===== src/rtl/multi_cycle_control.sv =====
// Multi-cycle MIPS control sequencer.
// Steps each instruction through IF/ID/EXE/MEM/WB and issues datapath strobes.
module multi_cycle_control (
    input  logic       clk,
    input  logic       reset,
    input  logic [5:0] op,
    input  logic       zero,
    output logic [3:0] state,
    output logic       PCWre,
    output logic       IRWre,
    output logic       InsMemRW,
    output logic       RegWre,
    output logic [1:0] RegDst,
    output logic       WrRegDSrc,
    output logic       ALUSrcA,
    output logic       ALUSrcB,
    output logic       ExtSel,
    output logic [2:0] ALUOp,
    output logic       mRD,
    output logic       mWR,
    output logic       DBDataSrc,
    output logic [1:0] PCSrc
);

    localparam logic [5:0] OP_ADD   = 6'b000000;
    localparam logic [5:0] OP_SUB   = 6'b000001;
    localparam logic [5:0] OP_ADDIU = 6'b000010;
    localparam logic [5:0] OP_AND   = 6'b010000;
    localparam logic [5:0] OP_ORI   = 6'b010010;
    localparam logic [5:0] OP_SLL   = 6'b011000;
    localparam logic [5:0] OP_SLT   = 6'b100110;
    localparam logic [5:0] OP_SW    = 6'b110000;
    localparam logic [5:0] OP_LW    = 6'b110001;
    localparam logic [5:0] OP_BEQ   = 6'b110100;
    localparam logic [5:0] OP_BNE   = 6'b110101;
    localparam logic [5:0] OP_J     = 6'b111000;
    localparam logic [5:0] OP_JAL   = 6'b111010;
    localparam logic [5:0] OP_HALT  = 6'b111111;

    localparam logic [3:0] S_IF     = 4'b0000;
    localparam logic [3:0] S_ID     = 4'b0001;
    localparam logic [3:0] S_EXE_AL = 4'b0010;
    localparam logic [3:0] S_WB_AL  = 4'b0011;
    localparam logic [3:0] S_EXE_LS = 4'b0100;
    localparam logic [3:0] S_MEM    = 4'b0101;
    localparam logic [3:0] S_WB_LD  = 4'b0110;
    localparam logic [3:0] S_EXE_BR = 4'b0111;
    localparam logic [3:0] S_HALT   = 4'b1000;

    logic [3:0] state_q;
    logic [3:0] state_d;

    logic is_add, is_sub, is_addiu, is_and, is_ori, is_sll, is_slt;
    logic is_sw, is_lw, is_beq, is_bne, is_j, is_jal, is_halt;
    logic is_rd_alu, is_rt_alu, is_alu, is_ls, is_br, is_jmp;
    logic br_taken;

    assign is_add   = (op == OP_ADD);
    assign is_sub   = (op == OP_SUB);
    assign is_addiu = (op == OP_ADDIU);
    assign is_and   = (op == OP_AND);
    assign is_ori   = (op == OP_ORI);
    assign is_sll   = (op == OP_SLL);
    assign is_slt   = (op == OP_SLT);
    assign is_sw    = (op == OP_SW);
    assign is_lw    = (op == OP_LW);
    assign is_beq   = (op == OP_BEQ);
    assign is_bne   = (op == OP_BNE);
    assign is_j     = (op == OP_J);
    assign is_jal   = (op == OP_JAL);
    assign is_halt  = (op == OP_HALT);

    assign is_rd_alu = is_add | is_sub | is_and | is_sll | is_slt;
    assign is_rt_alu = is_addiu | is_ori;
    assign is_alu    = is_rd_alu | is_rt_alu;
    assign is_ls     = is_lw | is_sw;
    assign is_br     = is_beq | is_bne;
    assign is_jmp    = is_j | is_jal;
    assign br_taken  = (is_beq & zero) | (is_bne & ~zero);

    assign state = state_q;

    // State register; reset restarts fetch from any state.
    always_ff @(posedge clk) begin
        if (reset) state_q <= S_IF;
        else       state_q <= state_d;
    end

    // Next-state sequencing; unused encodings fall back to fetch.
    always_comb begin
        state_d = S_IF;
        unique case (state_q)
            S_IF:     state_d = S_ID;
            S_ID: begin
                if (is_alu)       state_d = S_EXE_AL;
                else if (is_ls)   state_d = S_EXE_LS;
                else if (is_br)   state_d = S_EXE_BR;
                else if (is_halt) state_d = S_HALT;
                else              state_d = S_IF;
            end
            S_EXE_AL: state_d = S_WB_AL;
            S_WB_AL:  state_d = S_IF;
            S_EXE_LS: state_d = S_MEM;
            S_MEM:    state_d = is_lw ? S_WB_LD : S_IF;
            S_WB_LD:  state_d = S_IF;
            S_EXE_BR: state_d = S_IF;
            S_HALT:   state_d = S_HALT;
            default:  state_d = S_IF;
        endcase
    end

    // Strobe and ALU-select decode; everything is held low during reset.
    always_comb begin
        PCWre     = 1'b0;
        IRWre     = 1'b0;
        InsMemRW  = 1'b0;
        RegWre    = 1'b0;
        RegDst    = 2'b00;
        WrRegDSrc = 1'b0;
        ALUSrcA   = 1'b0;
        ALUSrcB   = 1'b0;
        ExtSel    = 1'b0;
        ALUOp     = 3'b000;
        mRD       = 1'b0;
        mWR       = 1'b0;
        DBDataSrc = 1'b0;
        PCSrc     = 2'b00;
        if (!reset) begin
            if (state_q >= S_ID && state_q <= S_EXE_BR) begin
                ALUSrcA = is_sll;
                ALUSrcB = is_addiu | is_ori | is_ls;
                ExtSel  = ~is_ori;
                unique case (1'b1)
                    is_sub | is_br: ALUOp = 3'b001;
                    is_sll:         ALUOp = 3'b010;
                    is_ori:         ALUOp = 3'b011;
                    is_and:         ALUOp = 3'b100;
                    is_slt:         ALUOp = 3'b101;
                    default:        ALUOp = 3'b000;
                endcase
            end
            unique case (state_q)
                S_IF: begin
                    IRWre    = 1'b1;
                    InsMemRW = 1'b1;
                end
                S_ID: begin
                    if (is_jmp) begin
                        PCWre = 1'b1;
                        PCSrc = 2'b10;
                        if (is_jal) begin
                            RegWre    = 1'b1;
                            RegDst    = 2'b00;
                            WrRegDSrc = 1'b0;
                        end
                    end else if (!(is_alu | is_ls | is_br | is_halt)) begin
                        PCWre = 1'b1;
                        PCSrc = 2'b00;
                    end
                end
                S_WB_AL: begin
                    RegWre    = 1'b1;
                    WrRegDSrc = 1'b1;
                    DBDataSrc = 1'b0;
                    PCWre     = 1'b1;
                    PCSrc     = 2'b00;
                    RegDst    = is_rt_alu ? 2'b01 : 2'b10;
                end
                S_MEM: begin
                    mRD = is_lw;
                    if (is_sw) begin
                        mWR   = 1'b1;
                        PCWre = 1'b1;
                        PCSrc = 2'b00;
                    end
                end
                S_WB_LD: begin
                    RegWre    = 1'b1;
                    RegDst    = 2'b01;
                    WrRegDSrc = 1'b1;
                    DBDataSrc = 1'b1;
                    PCWre     = 1'b1;
                    PCSrc     = 2'b00;
                end
                S_EXE_BR: begin
                    PCWre = 1'b1;
                    PCSrc = br_taken ? 2'b01 : 2'b00;
                end
                default: ;
            endcase
        end
    end

endmodule


===== config.mk =====
export PLATFORM = sky130hd
export DESIGN_NAME = multi_cycle_control
export DESIGN_NICKNAME = d
export VERILOG_FILES = /design/src/rtl/multi_cycle_control.sv
export SDC_FILE = /design/constraint.sdc
export NUM_CORES = 1
export LEC_CHECK = 0
export BUFFER_PORTS_ARGS = -buffer_cell sky130_fd_sc_hd__buf_2
export CAP_MARGIN = 20
export CORE_ASPECT_RATIO = 0.9
export CORE_MARGIN = 1.5
export CORE_UTILIZATION = 35
export CTS_CLUSTER_DIAMETER = 50
export DETAILED_ROUTE_END_ITERATION = 12
export PLACE_DENSITY = 0.73
export SYNTH_ARGS = -nofsm -noshare
export SYNTH_HDL_FRONTEND = slang
export SYNTH_SLANG_ARGS = --single-unit

===== constraint.sdc =====
create_clock -name clk -period 3.77 [get_ports clk]
set_input_delay 0.5655 -clock clk [delete_from_list [all_inputs] [get_ports clk]]
set_output_delay 0.5655 -clock clk [all_outputs]
set_load 0.01 [all_outputs]

==> reports/results.ini <==
[critical_path]
critPathRequiredTime_ps = 3200
worst_r2r_path_depth = 3
crit-reg2reg-launch = state[0]
start_kind = flop
reg2reg_setup_slack_ps = 2220
crit_path_end_kind = output pin
crit_fanout = 13
crit_arrival_ps = 1810
critPathKind = reg -> out
reg2reg_to = state[1]

[placement]
gp_congestion = 0.803
portBuffers = 30
pre_cts_slack_ps = 1400
hpwlAfterDp_um = 1400

[synthesis]
seq_area_frac_synth_pct = 11.0
yosys_register_bits = 4
synth_cell_type_count = 45
netlist_top_cells_count = 14 x nor2_1, 9 x a21oi_1, 7 x nor4_1, 6 x nand2_1
synth_area_um2 = 729
synth.area.top_cells = dfxtp_1 11%, nor2_1 7.2%, a21oi_1 6.2%
synth.top_cell.area_share_pct = 11.0
synth_cells = 98
async_reset_ff_share_pct = 0
synth.most_common_cell = nor2_1
synth_area_leader_cell = dfxtp_1
synth_area_per_cell_um2 = 7.44
synth_ff_type = dfxtp_1
synth-edff-count = 0
yosys_warnings = 0
syn_nets = 107

[clocking]
cts_tree = built
cts_buffers = 3
cts_buffer_depth = 2
clk_latency_ps = 230
holdBufCountCts = 0
root_buffer = clkbuf_4
path_clk_slew_ps = 40
cts_setup_buffers = 0
htree_levels = 1
cts_sinks = 4
ctsResizeCount = 0

[grt]
first_global_vias = 661
grt_pass1_wl_um = 2990
gr-total-overflow = 0
grt_max_degree = 19
grt_use_total_pct = 16.3
antenna_found_initial = 0

[sta]
fmax_mhz = 421
setup_tns_ps = 0
max_slew_margin_pct = 71.5
final-hold-violation-count = 0
rsz0062_at_grt = no
postLayoutSetupSlackWorst_ps = 1390
final.period_utilization_pct = 63.1
holdWs_ps = 759
layout_min_cycle_time_ps = 2380
drv_slew = 0
tightest_slew_ps = 428
fin_skew_ps = 0.332
setup_viol = 0

[power_and_ir_drop]
leakage_nw = 0.362
power_density_mw_per_mm2 = 200
vdd_drop_max_mv = 0.119

[finish]
diodes = 0
largest_register_ff_count = 4
drive_gt1_share_pct = 37.0
final_nets = 130
syn_to_final_growth_pct = 12.7

[floorplan]
ios = 31
dieWidth_um = 51.1
die_area_mm2 = 0.00237
start_util_pct = 37.7
core_area_mm2 = 0.00193
rows = 15
die_h_um = 46.3

[flow_run]
cap_violations = 0

[route]
drc = 0
ant_nets = 0
drt-total-wl_um = 1890
wire_per_inst_um = 13.1
first_pass_iters = 4
via_count = 816
routed_via_density = 5.67
drt-initial-drc-count = 24

[hold_path]
hold_path_startpoint = state[3]
min_to = state[3]
holdPathStages = 2
hold_path.class = reg -> reg

[outcome]
status = finished, final reports clean

[layout make-up]
| type | instances | area, um2 |
|---|---|---|
| sequential | 4 | 80.1 |
| tap | 25 | 31.3 |
| inverter | 1 | 3.75 |
| timing repair buffer | 30 | 150 |
| multi-input combinational | 81 | 534 |
| fill | 209 | 1110 |
| clock buffer | 3 | 22.5 |
[placed cells by master (no fill, tap or decap), types with 2 or more instances in the layout]
cell type and n:
nand3_1 4, o21ai_1 2, nand2b_1 3, dfxtp_1 4
nor4_1 7, buf_2 30, clkbuf_4 3, nand4_1 2
xnor2_1 2, a31oi_1 3, a21o_1 2, a21oi_1 9
or2_1 2, nor2_1 14, nand2_1 6
[stage by stage]
step,util [%],area [um2],cells,total power [mW]
global route,42.5,822,144,0.174
floorplan,-,729,98,0.102
CTS,42.5,822,144,0.165
global placement,41.4,800,141,0.109
detailed placement,41.4,800,141,0.111
finish,42.5,822,144,0.164
[worst max-delay path by stage]
stage                  start  endpoint
floorplan              op[2]  ALUOp[0]
global placement       op[2]  ALUOp[0]
detailed placement     op[0]  ALUOp[0]
CTS                    op[0]  ALUOp[0]
global route           op[0]  ALUOp[0]
finish              state[0]    RegWre
[worst max-delay path, stage by stage, from the launching register on]
cell and delay [ps]:
dfxtp_1 570, nor4b_2 460, nand3_1 120, nor2_1 180
a21o_1 140, buf_2 120
[metal layers]
| layer | global-route usage (%) | routed length (um) | part of all wire, % | vias up |
|---|---|---|---|---|
| met5 | 0 | 0 | 0 | - |
| met4 | 0.541 | 0 | 0 | 0 |
| met3 | 4.22 | 124 | 6.6 | 0 |
| met2 | 27.3 | 878 | 46 | 33 |
| met1 | 22.2 | 890 | 47 | 379 |
| li1 | - | - | - | 404 |
[cells by family after synthesis]
family | Yosys count | synth area share, %
compound gates | 22 | 18.9
xor+xnor | 2 | 2.40
mux | 1 | 1.37
flops | 4 | 11.0
simple gates | 56 | 50.6
buf+inv | 13 | 15.8
[report_power, final]
group | total, mW | switching [mW] | internal [mW]
combinational | 0.0611 | 0.0362 | 0.0249
sequential | 0.0503 | 0.00596 | 0.0444
clock | 0.0526 | 0.0171 | 0.0356
Power figures use the tool's default switching activity.
